===== src/rtl/board_step_ctrl.sv =====
// Board execution controller: synchronises and debounces the front-panel controls and
// gates the processor with a free-run, single-step or burst clock-enable.
module board_step_ctrl #(
  parameter int unsigned SW_W        = 3,
  parameter int unsigned LED_W       = 8,
  parameter int unsigned DISP_W      = 32,
  parameter int unsigned DBNC_CYCLES = 16,
  parameter int unsigned BURST_LEN   = 4
) (
  input  logic              clk,
  input  logic              reset,
  input  logic              push,
  input  logic              ena_switch,
  input  logic              burst_mode,
  input  logic [SW_W-1:0]   Switches,
  input  logic [DISP_W-1:0] disp_word,
  output logic              cpu_en,
  output logic [SW_W-1:0]   sw_sync,
  output logic [LED_W-1:0]  LEDs,
  output logic [15:0]       step_count
);

  localparam int unsigned NSL   = DISP_W / LED_W;
  localparam int unsigned CNT_W = (DBNC_CYCLES > 2) ? $clog2(DBNC_CYCLES) : 1;
  localparam int unsigned REM_W = $clog2(BURST_LEN + 1);

  typedef enum logic [1:0] {StIdle, StRun, StBurst} state_e;

  state_e             state;
  logic [REM_W-1:0]   remaining;
  logic [2:0]         ctl_meta;
  logic [2:0]         ctl_sync;
  logic [SW_W-1:0]    sw_meta;
  logic               push_s;
  logic               mode_s;
  logic               burst_s;
  logic               push_db;
  logic               push_db_d;
  logic [CNT_W-1:0]   cnt;
  logic               press;
  logic [DISP_W-1:0]  disp_shift;
  logic [LED_W-1:0]   led_next;

  // Control bits travel together as {burst_mode, ena_switch, push}.
  assign {burst_s, mode_s, push_s} = ctl_sync;

  always_ff @(posedge clk or posedge reset) begin
    if (reset) begin
      ctl_meta <= '0;
      ctl_sync <= '0;
      sw_meta  <= '0;
      sw_sync  <= '0;
    end else begin
      ctl_meta <= {burst_mode, ena_switch, push};
      ctl_sync <= ctl_meta;
      sw_meta  <= Switches;
      sw_sync  <= sw_meta;
    end
  end

  always_ff @(posedge clk or posedge reset) begin
    if (reset) begin
      push_db   <= 1'b0;
      push_db_d <= 1'b0;
      cnt       <= '0;
    end else begin
      push_db_d <= push_db;
      if (push_s != push_db) begin
        if (cnt == CNT_W'(DBNC_CYCLES - 1)) begin
          push_db <= push_s;
          cnt     <= '0;
        end else begin
          cnt <= cnt + CNT_W'(1);
        end
      end else begin
        cnt <= '0;
      end
    end
  end

  assign press = push_db & ~push_db_d;

  // cpu_en is registered alongside the state so it is high exactly in RUN and BURST.
  always_ff @(posedge clk or posedge reset) begin
    if (reset) begin
      state     <= StIdle;
      remaining <= '0;
      cpu_en    <= 1'b0;
    end else begin
      case (state)
        StIdle: begin
          if (!mode_s) begin
            state  <= StRun;
            cpu_en <= 1'b1;
          end else if (press) begin
            state     <= StBurst;
            cpu_en    <= 1'b1;
            remaining <= burst_s ? REM_W'(BURST_LEN) : REM_W'(1);
          end
        end
        StRun: begin
          if (mode_s) begin
            state  <= StIdle;
            cpu_en <= 1'b0;
          end
        end
        StBurst: begin
          remaining <= remaining - REM_W'(1);
          if (!mode_s) begin
            state <= StRun;
          end else if (remaining == REM_W'(1)) begin
            state  <= StIdle;
            cpu_en <= 1'b0;
          end
        end
        default: begin
          state  <= StIdle;
          cpu_en <= 1'b0;
        end
      endcase
    end
  end

  always_ff @(posedge clk or posedge reset) begin
    if (reset) begin
      step_count <= '0;
    end else if (cpu_en) begin
      step_count <= step_count + 16'd1;
    end
  end

  always_comb begin
    disp_shift = disp_word >> (32'(sw_sync) * LED_W);
    led_next   = '0;
    if (32'(sw_sync) < NSL) begin
      led_next = disp_shift[LED_W-1:0];
    end
  end

  always_ff @(posedge clk or posedge reset) begin
    if (reset) begin
      LEDs <= '0;
    end else begin
      LEDs <= led_next;
    end
  end

endmodule


===== config.mk =====
export PLATFORM = sky130hd
export DESIGN_NAME = board_step_ctrl
export DESIGN_NICKNAME = d
export VERILOG_FILES = /design/src/rtl/board_step_ctrl.sv
export SDC_FILE = /design/constraint.sdc
export NUM_CORES = 1
export LEC_CHECK = 0
export ABC_AREA = 1
export CORE_MARGIN = 2
export CORE_UTILIZATION = 46
export DETAILED_ROUTE_END_ITERATION = 12
export GPL_TIMING_DRIVEN = 0
export PLACE_DENSITY = 0.87
export SYNTH_ARGS = -nofsm -noshare
export SYNTH_HDL_FRONTEND = slang
export SYNTH_SLANG_ARGS = --single-unit

===== constraint.sdc =====
create_clock -name clk -period 1.8 [get_ports clk]
set_input_delay 0.27 -clock clk [delete_from_list [all_inputs] [get_ports clk]]
set_output_delay 0.27 -clock clk [all_outputs]
set_load 0.01 [all_outputs]

==> flow_metrics.tcl, run 1 <==
set metrics [dict create \
    run_status "complete, no violations" \
    cp.arrival_ns 1.37 \
    path_buf_inv 1 \
    place_ws_ns 0.4652 \
    worst-setup-path-type "reg -> out" \
    cts_buffers 5 \
    ir_drop_uv 473.7 \
    clock_sinks 48 \
    cp_cell_sequence "clkdlybuf4s50_1" \
    dp_cells 375 \
    maxSlewViolCount 0 \
    drv_cap 0 \
    drt_pass1_iterations 6 \
    dieHeight_um 73.03 \
    synth_common_cells "52 x nor2_1, 48 x dfrtp_1, 47 x nand2_1" \
    rsz0062_at_grt "no" \
    final_cells 383 \
    synth_seq_cells 48 \
    synth.top_cell.area_share 0.5479 \
    cts_htree_levels 2 \
    io_pins 68 \
    start_util 0.4703 \
    dp_hpwl_mm 3.563 \
    ys_types 23 \
    overflow 0 \
    critical_path_peak_fanout 7 \
    synth.most_common_cell "nor2_1" \
    syn_area_per_cell_um2 8.664 \
    drive_gt1_frac 0.05775 \
    nets 372 \
    critPathTopFamily "buffers and inverters" \
    synth_area_um2 2192 \
    via_count 1909 \
    viasPerCell 4.984 \
    drtIter0Drc 108 \
    grt_usage 0.1858 \
    synthFlopType "dfrtp_1" \
    ant_nets 0 \
    slew_headroom 0.7563 \
    reg2reg_slack_ns 0.52 \
    antenna_found_initial 0 \
    io_buffers 67 \
    worstSetupEndpointType "output pin" \
    avgRoutedWirePerCell_um 12.10 \
    clock.fmax_ghz 0.6096 \
    clk_latency_ns 0.29 \
    grt_max_degree 34 \
    clkTransAtPathRegs_ns 0.08 \
    yosysTopAreaCell "dfrtp_1" \
    min_period_over_period 0.9114 \
    synth_edf_count 0 \
    hold_buffers 0 \
    hold_violations 0 \
    area_growth_pct 38.70 \
    required_ns 1.53 \
    fin_util 0.6523 \
    drcViolationCount 0 \
    cts_tree "built" \
    dieWidth_um 73.03 \
    cts_resized 0 \
    seq_area_frac_synth 0.5479 \
    ys_async_sr_fraction 1.000 \
    cts_buffer_depth 2 \
    max_stage_delay_ns 0.59 \
    routed_wl_mm 4.634 \
    netlist_instances 253 \
    finalWeightedCongestion 0.8418 \
    worstMarginPinSlew_ns 0.3649 \
    power.density_nw_per_um2 835.2 \
    ctsRootBufferMaster "clkbuf_8" \
    fin_crit_ns 1.640 \
    core_um2 4661 \
    yosys-top-cells-area "dfrtp_1 55%, nor2_1 8.9%, nand2_1 8.0%" \
    leakagePower_nw 1.367 \
    yosys_warnings 0 \
    dieArea_um2 5333 \
    finalClockSkew_ns 0.009894 \
    syn_nets 297 \
    hold_path_class "in -> async" \
    grt_pass1_wl_mm 7.672 \
    timing.hold.ws_ns 0.2682 \
    setup_viol_count_final 0 \
    startpoint_type "register" \
    n_antenna_cell 0 \
    fin_ws_ns 0.1595 \
    num_rows 25 \
    cp_slowest_cell "clkdlybuf4s50_1" \
    grt_pass1_vias 1848 \
    post_cts_buffers 0 \
]
power by group:
part	switching, mW	leakage, nW	total, mW	internal [mW]
Clock	0.314	0.0455	0.627	0.313
Sequential	0.117	0.616	1.30	1.19
Combinational	0.277	0.705	0.610	0.333
Total	0.708	1.37	2.54	1.83
stage by stage:
step	area [um2]	setup TNS, ns	power (mW)
after global routing	3040	0	2.694
after detailed placement	2950	0	1.941
after CTS	3040	0	2.586
after floorplan	2192	0	1.601
final	3040	0	2.539
after global placement	2930	-26.95	1.908
flip-flops by register name, indices dropped and copies added (netlist names):
| register | count |
|---|---|
| ctl_sync | 3 |
| sw_sync | 3 |
| state | 2 |
| push_db | 1 |
| LEDs | 8 |
| push_db_d | 1 |
| remaining | 3 |
| ctl_meta | 3 |
| cpu_en | 1 |
| cnt | 4 |
| step_count | 16 |
| sw_meta | 3 |
layout make-up:
cell class,count,area [um2]
fill,385,1620
buffer,5,28.78
tap,54,67.56
sequential,48,1201
inverter,27,101.3
multi-input combinational,173,860.8
timing repair buffer,68,690.7
clock buffer,8,90.09
path summary, 6_finish.rpt:
kind | from | endpoint | cells past startpoint
max in group asynchronous | reset | cnt[3] | 3
min | reset | sw_sync[1] | 2
min in group clk | ctl_meta[0] | ctl_sync[0] | 0
max | cpu_en | cpu_en | 1
min reg2reg | ctl_meta[0] | ctl_sync[0] | 0
max reg2reg | state[0] | remaining[0] | 6
layer usage:
metal	part of all wire	vias up	global-route usage
li1	-	942	-
met1	0.40	904	0.2070
met2	0.53	48	0.3233
met3	0.043	15	0.04282
met4	0.029	0	0.1049
met5	0	-	0
cells by family (layout without fill, tap and decap cells):
group                    count (synthesis)  in the layout  share of synthesized area
buffers and inverters                   32            108                    0.05935
AND/OR/NAND/NOR                        125            125                     0.2454
flip-flops                              48             48                     0.5479
adder cells (fa/ha/maj)                  4              4                    0.02283
AO/OA/AOI/OAI                           31             31                    0.07249
XOR/XNOR                                13             13                    0.05194
placed cells by master, fill, tap and decap left out:
master / synthesis / layout
clkdlybuf4s50_1: 0 / 67
nor2_1: 52 / 52
dfrtp_1: 48 / 48
nand2_1: 47 / 47
inv_1: 26 / 25
o21ai_0: 19 / 19
nand3_1: 11 / 11
a21oi_1: 10 / 10
xnor2_1: 8 / 8
nand4_1: 6 / 6
clkbuf_8: 0 / 6
xor2_1: 5 / 5
ha_1: 4 / 4
nor2_4: 3 / 3
nand2_2: 2 / 2
nor3_1: 2 / 2
buf_4: 2 / 2
inv_2: 1 / 2
clkbuf_1: 0 / 2
nand3_2: 1 / 1
nand3b_1: 1 / 1
o21bai_1: 1 / 1
clkbuf_2: 1 / 1
buf_2: 1 / 1
buf_1: 1 / 1
o22ai_1: 1 / 1
buf_12: 0 / 1
Note: power is estimated with default switching activity, not from simulation.
==> run 2: changes to the inputs <==
CELL_PAD_IN_SITES_DETAIL_PLACEMENT = 0   (was default)
CELL_PAD_IN_SITES_GLOBAL_PLACEMENT = 1   (was default)
CORE_UTILIZATION = 34   (was 46)
PLACE_DENSITY = 0.88   (was 0.87)
TNS_END_PERCENT = 50   (was default)
==> run 2 against run 1 <==
Sequential power is essentially flat. Non-clock buffer count unchanged. Global-route usage shrank 4.1 points. First-iteration DRC count shrank 42%. Hold slack worse by 0.055 ns. Cell count rose by 6.0%. Sequential share of layout area fell by 0.77 points. Count of clock-buffer cells in the layout fell by 2. Die area up 33%. Fmax decreased by 0.96%. Flip-flop and latch count did not move. Critical path depth stayed put.
==> flow_metrics.tcl, run 2 (synthesized netlist as in run 1, its figures left out) <==
set metrics [dict create \
    ir_drop_uv 392.9 \
    worstSetupEndpointType "output pin" \
    finalWeightedCongestion 0.8255 \
    min_period_over_period 0.9202 \
    hold_path_class "in -> async" \
    io_buffers 67 \
    startpoint_type "register" \
    cts_resized 0 \
    ctsRootBufferMaster "clkbuf_8" \
    fin_util 0.4939 \
    layout_common_cells "67 x clkdlybuf4s50_1, 52 x nor2_1, 48 x dfrtp_1, 47 x nand2_1, 25 x inv_1" \
    clk_latency_ns 0.30 \
    path_buf_inv 1 \
    reg2reg_slack_ns 0.46 \
    required_ns 1.53 \
    setup_viol_count_final 0 \
    worstSetupStartpoint "cpu_en" \
    maxSlewViolCount 0 \
    r2r_cells 5 \
    crit_path_end "cpu_en" \
    overflow 0 \
    hold_violations 0 \
    fin_crit_ns 1.656 \
    clock.fmax_ghz 0.6037 \
    grt_usage 0.1444 \
    run_status "complete, no violations" \
    start_util 0.3492 \
    regMostFlops "step_count" \
    r2r-end "step_count[6]" \
    slew_headroom 0.7685 \
    hold_buffers 0 \
    timing.rr.start "step_count[0]" \
    dieWidth_um 84.30 \
    grt_pass1_vias 1786 \
    viasPerCell 4.493 \
    dieHeight_um 84.30 \
    critical_path_peak_fanout 7 \
    clock_sinks 48 \
    grt_max_degree 40 \
    drtIter0Drc 63 \
    via_count 1824 \
    core_um2 6277 \
    tns_ns 0 \
    critPathTopFamily "buffers and inverters" \
    cp_slowest_cell "clkdlybuf4s50_1" \
    drive_gt1_frac 0.06383 \
    ant_nets 0 \
    max_stage_delay_ns 0.59 \
    cp.arrival_ns 1.39 \
    finalClockSkew_ns 0.006352 \
    cp_cell_sequence "clkdlybuf4s50_1" \
    mostFrequentLayoutCell "clkdlybuf4s50_1" \
    num_rows 29 \
    io_pins 68 \
    dieArea_um2 7106 \
    power.density_nw_per_um2 882.5 \
    avgRoutedWirePerCell_um 11.52 \
    area_growth_pct 41.44 \
    worst-setup-path-type "reg -> out" \
    final_area_um2 3100 \
    drv_cap 0 \
    n_fill_cell 595 \
    nets 372 \
    antenna_found_initial 0 \
    leakagePower_nw 1.383 \
    drcViolationCount 0 \
    critical_path_cell_count 1 \
    cts_htree_levels 2 \
    place_ws_ns 0.4681 \
    dp_hpwl_mm 3.689 \
    multi_input_comb_area_um2 860.8 \
    rsz0062_at_grt "no" \
    post_cts_buffers 0 \
    cts_buffers 5 \
    routed_wl_mm 4.679 \
    postPlaceCellArea_um2 2979 \
    n_antenna_cell 0 \
    grt_pass1_wl_mm 8.204 \
    largest_reg_flops 16 \
    seqCellArea_um2 1201 \
    worstMarginPinSlew_ns 0.3472 \
    cts_buffer_depth 2 \
    largestRegisters "step_count: 16 flops, LEDs: 8 flops, cnt: 4 flops" \
    cts_tree "built" \
    clkTransAtPathRegs_ns 0.09 \
    fin_ws_ns 0.1436 \
    drt_pass1_iterations 4 \
]
## run 2: per-layer routing
| layer | global-route usage | vias up | wire length, um |
|---|---|---|---|
| met1 | 0.1792 | 844 | 2099 |
| met2 | 0.2446 | 23 | 2354 |
| met5 | 0 | - | 0 |
| met3 | 0.02557 | 11 | 97 |
| met4 | 0.06745 | 0 | 127 |
| li1 | - | 946 | - |
## run 2: area by class of cell
type	instances	share of cell area
clock inverter	2	0.01251
sequential	48	0.3874
multi-input combinational	173	0.2776
clock buffer	6	0.02663
buffer	5	0.009282
timing repair buffer	68	0.2228
tap	77	0.03107
inverter	27	0.03269
## run 2: worst min path at each step
| stage | from | end | slack [ns] | depth (start not counted) |
|---|---|---|---|---|
| after global routing | reset | LEDs[5] | 0.22 | 2 |
| after floorplan | push | ctl_meta[0] | 0.30 | 0 |
| after CTS | reset | LEDs[7] | 0.22 | 2 |
| after detailed placement | sw_meta[1] | sw_sync[1] | 0.33 | 0 |
| final | reset | ctl_sync[2] | 0.21 | 2 |
| after global placement | sw_meta[1] | sw_sync[1] | 0.33 | 0 |
## run 2: worst reg2reg max path: cells and delay by family (launching register included)
family,cells,cell delay (ns)
flip-flops,1,0.46
XOR/XNOR,1,0.13
adder cells (fa/ha/maj),1,0.24
AND/OR/NAND/NOR,3,0.41
## run 2: metrics by stage
step	hold WS, ns	instances	total power [mW]
6_report	0.2135	406	2.736
5_1_grt	0.2156	406	2.886
4_1_cts	0.2162	406	2.775
3_5_place_dp	0.3347	398	1.946
3_3_place_gp	0.3314	397	1.929
2_1_floorplan	0.3014	253	1.601
## run 2: power by group
group | switching [mW] | internal, mW | leakage, nW | total, mW
Clock | 0.364 | 0.454 | 0.0614 | 0.819
Sequential | 0.123 | 1.18 | 0.616 | 1.31
Combinational | 0.276 | 0.334 | 0.705 | 0.610
